File: src/rtl/queue_rd_stage.sv
// queue_rd_stage
//   Read side of the queue: issues pops into the pointer controller, captures
//   the SRAM read data RD_LAT cycles later into a small circular output
//   buffer, and presents the buffer head as a valid/ready stream. Pops are
//   credit-gated so every SRAM read already owns a buffer slot when issued.
//
// Ports
//   clk        clock
//   arst_n     active-low reset, sampled synchronously on rising clk
//   i_empty    upstream queue is empty
//   o_pop      pop request to the pointer controller (SRAM rd_en)
//   i_rd_data  SRAM read data, valid RD_LAT cycles after o_pop
//   o_valid    output word available
//   o_data     output word (buffer head)
//   i_ready    downstream accepts; transfer on o_valid & i_ready
//   o_busy     reads in flight or buffer non-empty
module queue_rd_stage #(
  parameter int W      = 32,
  parameter int RD_LAT = 1,
  parameter int BUF_N  = RD_LAT + 2
) (
  input  logic         clk,
  input  logic         arst_n,
  input  logic         i_empty,
  output logic         o_pop,
  input  logic [W-1:0] i_rd_data,
  output logic         o_valid,
  output logic [W-1:0] o_data,
  input  logic         i_ready,
  output logic         o_busy
);

  localparam int PW = (BUF_N > 1) ? $clog2(BUF_N) : 1;
  localparam int CW = $clog2(BUF_N + 1);
  localparam logic [PW-1:0] LAST_IDX = PW'(BUF_N - 1);
  localparam logic [CW-1:0] FULL_CNT = CW'(BUF_N);

  logic [RD_LAT-1:0] r_inflight;
  // Pointers carry a wrap bit above the index: equal index with equal wrap
  // means empty, equal index with differing wrap means full.
  logic [PW:0]       r_wr_ptr;
  logic [PW:0]       r_rd_ptr;
  logic [CW-1:0]     r_occ;
  logic [W-1:0]      r_buf [BUF_N];

  logic [RD_LAT:0]   w_shift;
  logic [CW-1:0]     w_infl_cnt;
  logic [CW-1:0]     w_used;
  logic              w_land;
  logic              w_deq;
  logic              w_buf_empty;
  logic              w_buf_full;

  // Explicit wrap at BUF_N-1 so non-power-of-2 depths work.
  function automatic logic [PW:0] f_next(input logic [PW:0] p);
    if (p[PW-1:0] == LAST_IDX) begin
      return {~p[PW], {PW{1'b0}}};
    end
    return {p[PW], p[PW-1:0] + PW'(1)};
  endfunction

  assign w_shift = {r_inflight, o_pop};
  assign w_land  = r_inflight[RD_LAT-1];

  always_comb begin
    w_infl_cnt = '0;
    for (int i = 0; i < RD_LAT; i++) begin
      w_infl_cnt = w_infl_cnt + CW'(r_inflight[i]);
    end
  end

  // Credits: a slot is reserved from the pop until the word leaves the
  // buffer. A dequeue this cycle is only seen through r_occ next cycle, which
  // keeps i_ready out of the o_pop path.
  assign w_used  = r_occ + w_infl_cnt;
  assign o_pop   = ~i_empty & (w_used < FULL_CNT);

  assign o_valid = (r_occ != '0);
  assign w_deq   = o_valid & i_ready;
  assign o_data  = r_buf[r_rd_ptr[PW-1:0]];
  assign o_busy  = o_valid | (|r_inflight);

  assign w_buf_empty = (r_wr_ptr == r_rd_ptr);
  assign w_buf_full  = (r_wr_ptr[PW-1:0] == r_rd_ptr[PW-1:0]) &&
                       (r_wr_ptr[PW] != r_rd_ptr[PW]);

  always_ff @(posedge clk) begin
    if (!arst_n) begin
      r_inflight <= '0;
      r_wr_ptr   <= '0;
      r_rd_ptr   <= '0;
      r_occ      <= '0;
    end else begin
      r_inflight <= w_shift[RD_LAT-1:0];
      if (w_land) begin
        r_wr_ptr <= f_next(r_wr_ptr);
      end
      if (w_deq) begin
        r_rd_ptr <= f_next(r_rd_ptr);
      end
      case ({w_land, w_deq})
        2'b10:   r_occ <= r_occ + CW'(1);
        2'b01:   r_occ <= r_occ - CW'(1);
        default: r_occ <= r_occ;
      endcase
    end
  end

  // Storage has no reset; a landing during reset belongs to a discarded read.
  always_ff @(posedge clk) begin
    if (arst_n && w_land) begin
      r_buf[r_wr_ptr[PW-1:0]] <= i_rd_data;
    end
  end

  a_no_overflow: assert property (@(posedge clk) disable iff (!arst_n)
    r_occ <= FULL_CNT);
  a_pop_not_empty: assert property (@(posedge clk) disable iff (!arst_n)
    !(o_pop && i_empty));
  a_empty_flag: assert property (@(posedge clk) disable iff (!arst_n)
    (r_occ == '0) == w_buf_empty);
  a_full_flag: assert property (@(posedge clk) disable iff (!arst_n)
    (r_occ == FULL_CNT) == w_buf_full);
  a_stall_stable: assert property (@(posedge clk) disable iff (!arst_n)
    (o_valid && !i_ready) |=> (o_valid && $stable(o_data)));

endmodule

File: config.mk
export PLATFORM = sky130hd
export DESIGN_NAME = queue_rd_stage
export DESIGN_NICKNAME = d
export VERILOG_FILES = /design/src/rtl/queue_rd_stage.sv
export SDC_FILE = /design/constraint.sdc
export NUM_CORES = 1
export LEC_CHECK = 0
export ABC_AREA = 0
export CORE_MARGIN = 1
export CORE_UTILIZATION = 45
export CTS_CLUSTER_DIAMETER = 150
export CTS_CLUSTER_SIZE = 10
export DETAILED_ROUTE_END_ITERATION = 8
export PLACE_DENSITY = 0.67
export SLEW_MARGIN = 15
export SYNTH_ARGS = -nofsm -noshare
export SYNTH_HDL_FRONTEND = slang
export SYNTH_SLANG_ARGS = --single-unit
File: constraint.sdc
create_clock -name clk -period 4.84 [get_ports clk]
set_input_delay 0.968 -clock clk [delete_from_list [all_inputs] [get_ports clk]]
set_output_delay 0.968 -clock clk [all_outputs]
set_load 0.05 [all_outputs]
# --- Yosys cells after proc, flatten, opt, wreduce, memory -nomap -nowiden ---
# Memories as Yosys holds them, arrays and structs flattened. A register that Yosys moved wholly into a read port is not among the register bits.
# Index checks and enable logic that the tools add are counted.
word_totals:
  regBits: 9
  ramBits: 96
  input_bits: 36
  out_inout_bits: 35
  wordCells: 43
  n_memories: 1
memory_table:
  columns: ["memory", "words", "width", "rd", "rd_clocked_by_memory_dff", "wr", "line_no", "source"]
  rows:
  - ["r_buf", 3, 32, 1, 1, 1, "44", "logic [W-1:0] r_buf [BUF_N];"]
classes:
  n_addsub: 5
  order_cmp: 1
  n_eq_ne: 4
  n_mux: 15
  n_bitwise: 6
  n_reduce_logical: 5
ops:
  columns: ["cell", "n"]
  rows:
  - ["2-to-1 mux 1 bit", 8]
  - ["2-to-1 mux 2 bit", 4]
  - ["adder 2 x 1 -> 2 bit, second input constant", 3]
  - ["equality test 2 bit, second input constant", 3]
  - ["2-to-1 mux 3 bit", 2]
  - ["case mux 2 bit (2 select lines)", 1]
  - ["AND reduction 2 bit", 2]
  - ["nonzero test 2 bit", 2]
  - ["inverter 1 bit", 3]
  - ["adder 2 x 1 -> 2 bit", 1]
  - ["AND 1 bit", 2]
  - ["equality test 2 x 1 -> 1 bit, second input constant", 1]
  - ["less-than comparator 2 bit, second input constant", 1]
  - ["subtractor 2 x 1 -> 2 bit, second input constant", 1]
  - ["logical AND 1 bit", 1]
  - ["OR 1 bit", 1]

# --- Depth between registers and ports, before layout ---
depth:
  ltp_word: 7
  ltp_mapped: 6

# --- Worst setup path after synthesis ---
# OpenSTA, ideal clock, no wires.
synth_path:
  path_kind: "input -> register"
  start: "input port arst_n"
  end: "memory r_buf[1][0] (enable)"
  setup_ns: 0.468
  t_arrival_ns: 3.455
  t_required_ns: 4.372
  path_slack_ns: 0.917
  cell_stages: 2
  path_buffers: 0
  cell_sequence: "nand2_1 nor3b_1"
synth_between:
  elab_chain_len: 3
synth_rtl:
  columns: ["item", "line_no", "source"]
  rows:
  - ["start: declaration", "23", "input logic arst_n,"]
  - ["logical AND 1 bit", "111", "if (arst_n && w_land) begin"]
  - ["2-to-1 mux 1 bit", "111", null]
  - ["2-to-1 mux 1 bit (not written as such)", "112", "r_buf[r_wr_ptr[PW-1:0]] <= i_rd_data;"]
  - ["end: declaration", "44", null]
# Every way passes these cells.

==> impl_metrics.xml <==
<?xml version="1.0" encoding="UTF-8"?>
<metrics>
  <group name="status">
    <metric name="outcome" unit="">completed</metric>
  </group>
  <group name="min_path">
    <metric name="worst_hold_path_type" unit="">register to register</metric>
  </group>
  <group name="synthesis">
    <metric name="yosysSeqAreaShare" unit="">0.779</metric>
    <metric name="syn_nets" unit="">282</metric>
    <metric name="synth-seq-cells" unit="">105</metric>
    <metric name="synthesis.instances" unit="">244</metric>
    <metric name="synth_cell_types" unit="">22</metric>
    <metric name="post_synth_and_or_nand_nor_area_fraction" unit="">0.0563</metric>
    <metric name="yosys.area_share.xor_xnor" unit="">0.00668</metric>
    <metric name="synthAdderAreaFrac" unit="">0.00637</metric>
    <metric name="synth.area.mux_share" unit="">0.0840</metric>
    <metric name="synth_top_area_cell" unit="">edfxtp_1</metric>
    <metric name="netlist_top_cells_area" unit="">edfxtp_1, mux2i_1, dfxtp_1, o21ai_1, nand2_1</metric>
    <metric name="synth_area" unit="um^2">3930</metric>
    <metric name="synth.avg_cell_area" unit="um^2">16.1</metric>
    <metric name="dominant_combinational_cell_family_by_area_after_synthesis" unit="">multiplexers</metric>
    <metric name="synth_compound_gate_area_share" unit="">0.0516</metric>
    <metric name="synthesis.yosys.warnings" unit="">0</metric>
    <metric name="top_area_cell_type_share_of_the_netlist_area" unit="">0.733</metric>
  </group>
  <group name="critical_path">
    <metric name="worst_setup_path_end_kind" unit="">primary output</metric>
    <metric name="crit_path_cell_trace" unit="">mux2i_1, o21ai_1, clkdlybuf4s50_1</metric>
    <metric name="start_kind" unit="">register</metric>
    <metric name="timing.setup.critical_path_class" unit="">register to primary output</metric>
    <metric name="worst_path_max_delay_cell" unit="">dfxtp_2</metric>
    <metric name="cp_data_required_time" unit="ns">3.87</metric>
    <metric name="cp_slowest_stage_delay" unit="ns">1.05</metric>
    <metric name="cp_max_fo" unit="">32</metric>
    <metric name="worst_ep_arrival_time" unit="ns">2.64</metric>
  </group>
  <group name="cts">
    <metric name="buffer_count_from_post_cts_setup_fixing" unit="">0</metric>
    <metric name="clock_latency" unit="ns">0.35</metric>
    <metric name="clock_sinks" unit="">105</metric>
    <metric name="tritoncts" unit="">built</metric>
    <metric name="hold_buffers" unit="">0</metric>
    <metric name="tritoncts.num_buffers" unit="">9</metric>
    <metric name="clock_path_buffers" unit="">2</metric>
    <metric name="clkTransAtPathRegs" unit="ns">0.09</metric>
    <metric name="clk_root_buffer_cell" unit="">clkbuf_8</metric>
    <metric name="cts.htree.levels" unit="">3</metric>
    <metric name="post_cts.resized_instances" unit="">0</metric>
  </group>
  <group name="cells_and_area">
    <metric name="net_count_reported_at_finish" unit="">358</metric>
    <metric name="layoutNonFillerInstCount" unit="">430</metric>
    <metric name="cell_area_after_layout" unit="um^2">4960</metric>
    <metric name="post_route_cells_drive_above_1_share" unit="">0.0769</metric>
    <metric name="final_core_utilization" unit="">0.595</metric>
    <metric name="synthToLayoutAreaGrowth" unit="%">26.2</metric>
    <metric name="antennaDiodeCount" unit="">0</metric>
  </group>
  <group name="detailed_routing">
    <metric name="first_pass_iters" unit="">4</metric>
    <metric name="routed_wl" unit="mm">6.33</metric>
    <metric name="vias" unit="">2145</metric>
    <metric name="final_antenna_net_count" unit="">0</metric>
    <metric name="detail_route.iter0.violations" unit="">61</metric>
    <metric name="route.detailed.drc" unit="">0</metric>
    <metric name="detail_route.wl_per_cell" unit="um">14.7</metric>
    <metric name="drt-vias-per-instance" unit="">4.99</metric>
  </group>
  <group name="floorplan">
    <metric name="overall_die_area" unit="um^2">9110</metric>
    <metric name="row_count" unit="">33</metric>
    <metric name="chipWidth" unit="um">95.5</metric>
    <metric name="starting_density_of_the_core" unit="">0.471</metric>
    <metric name="ios" unit="">71</metric>
    <metric name="dieHeight" unit="um">95.5</metric>
    <metric name="core_area" unit="um^2">8340</metric>
  </group>
  <group name="grt">
    <metric name="grt_start_max_net_pins" unit="">65</metric>
    <metric name="first_global_vias" unit="">1984</metric>
    <metric name="overflow_after_grt" unit="">0</metric>
    <metric name="antenna_found_initial" unit="">0</metric>
    <metric name="globalRouteTotalUtil" unit="">0.144</metric>
    <metric name="grt_pass1_wl" unit="mm">9.43</metric>
  </group>
  <group name="power_and_ir_drop">
    <metric name="p_per_area" unit="nW/um^2">445</metric>
    <metric name="power.ir.vdd_worst" unit="mV">0.332</metric>
    <metric name="static-leakage-power" unit="nW">1.57</metric>
  </group>
  <group name="timing">
    <metric name="hold_violations" unit="">0</metric>
    <metric name="setup_ws" unit="ns">1.23</metric>
    <metric name="worst-slew-pin-transition" unit="ns">1.11</metric>
    <metric name="timing_max_transition_violations_final" unit="">0</metric>
    <metric name="report.final.setup_viol" unit="">0</metric>
    <metric name="timing.clock.skew" unit="ns">0.00980</metric>
    <metric name="final.min_clock_period" unit="ns">3.61</metric>
    <metric name="setup_tns" unit="ns">0</metric>
    <metric name="min_period_over_period" unit="">0.746</metric>
    <metric name="max-slew-margin-rel" unit="">0.263</metric>
    <metric name="max_fclk" unit="MHz">277</metric>
    <metric name="rsz0062_at_grt" unit="">no</metric>
  </group>
  <group name="placement">
    <metric name="dp_worst_setup_slack" unit="ns">1.52</metric>
    <metric name="placedInstanceArea" unit="um^2">4770</metric>
    <metric name="placed_instances" unit="">414</metric>
    <metric name="io_buffers" unit="">70</metric>
    <metric name="dp_hpwl" unit="mm">3.78</metric>
    <metric name="gp_congestion" unit="">0.663</metric>
  </group>
  <group name="run">
    <metric name="max_cap_viol_count" unit="">0</metric>
  </group>
</metrics>
-- worst max-delay path: cells and delay by family, from the launching register on --
family          cells  cell delay [ns]
buf+inv             1             0.84
compound gates      1             0.22
mux                 1             0.17
flops               1             1.05
-- final timing paths --
| path | startpoint | end | slack (ns) | cells after the start |
|---|---|---|---|---|
| hold reg to reg | r_rd_ptr[1]$_SDFFE_PN0N_ | register | 0.48 | 2 |
| hold / removal | r_rd_ptr[1]$_SDFFE_PN0N_ | register | 0.48 | 2 |
| setup reg to reg | r_occ[0]$_SDFFE_PN0P_ | r_occ[1]$_SDFFE_PN0P_ | 3.17 | 5 |
| setup / recovery | register | o_data[29] | 1.23 | 3 |
-- area by class of cell --
cell class / count / area [um^2]
fill: 652 / 3380
sequential: 105 / 3070
multi-input combinational: 126 / 821
timing repair buffer: 76 / 746
tap: 105 / 131
clock buffer: 9 / 124
clock inverter: 7 / 67.6
inverter: 2 / 7.51
-- synth_stat cells --
library cell and instances:
edfxtp_1 96, nand2_1 36, mux2i_1 33, o21ai_1 33
dfxtp_1 9, clkbuf_1 6, a21boi_1 3, and2_1 3
buf_4 3, nor3b_1 3, or3_1 3, a21oi_1 2
buf_2 2, ha_1 2, inv_1 2, xnor2_1 2
nor2b_1 1, nor3_1 1, o21ai_0 1, or2_1 1
or3b_1 1, xor2_1 1
-- sequential cells by signal, summed over array words and instances, names as in the netlist, named ones only --
name / count
r_buf: 96
r_rd_ptr: 2
r_occ: 2
r_inflight: 1
r_wr_ptr: 2
-- routing by layer --
layer / vias to the layer above / GRT usage / routed length, um
met5: - / 0 / 0
met4: 0 / 0.0672 / 96
met3: 9 / 0.0367 / 266
met2: 57 / 0.227 / 3010
met1: 1023 / 0.187 / 2950
li1: 1056 / - / -
-- cell usage in the layout (no fill, tap or decap), drive strengths merged --
master / synthesis / final
nor3b: 3 / 3
clkbuf: 6 / 9
xnor2: 2 / 2
dfxtp: 9 / 9
xor2: 1 / 1
buf: 5 / 6
o21ai: 34 / 34
or2: 1 / 1
bufinv: 0 / 1
clkinv: 0 / 3
mux2i: 33 / 33
nor3: 1 / 1
nor2b: 1 / 1
or3b: 1 / 1
or3: 3 / 3
a21oi: 2 / 2
clkinvlp: 0 / 1
edfxtp: 96 / 96
ha: 2 / 2
inv: 2 / 4
clkdlybuf4s50: 0 / 70
a21boi: 3 / 3
and2: 3 / 3
nand2: 36 / 36
-- per-stage QoR --
step / hold slack (ns) / power (W)
after global placement: 0.458 / 0.00171
final: 0.480 / 0.00221
after floorplan: 0.451 / 0.00151
after detailed placement: 0.469 / 0.00172
after global routing: 0.505 / 0.00230
after CTS: 0.482 / 0.00223
-- cells by family after synthesis --
| logic type | after synthesis |
|---|---|
| buffers and inverters | 13 |
| muxes | 33 |
| DFF | 105 |
| and+or+nand+nor | 49 |
| AOI/OAI and AO/OA | 39 |
| adders and majority gates | 2 |
| xor gates and xnor gates | 3 |
-- report_power, final --
part	leakage, nW	switching, W	internal (W)
Clock	0.0951	0.000277	0.000239
Sequential	0.943	0.0000697	0.00102
Combinational	0.534	0.000364	0.000238
No activity file was read; power rests on OpenSTA's default activity.
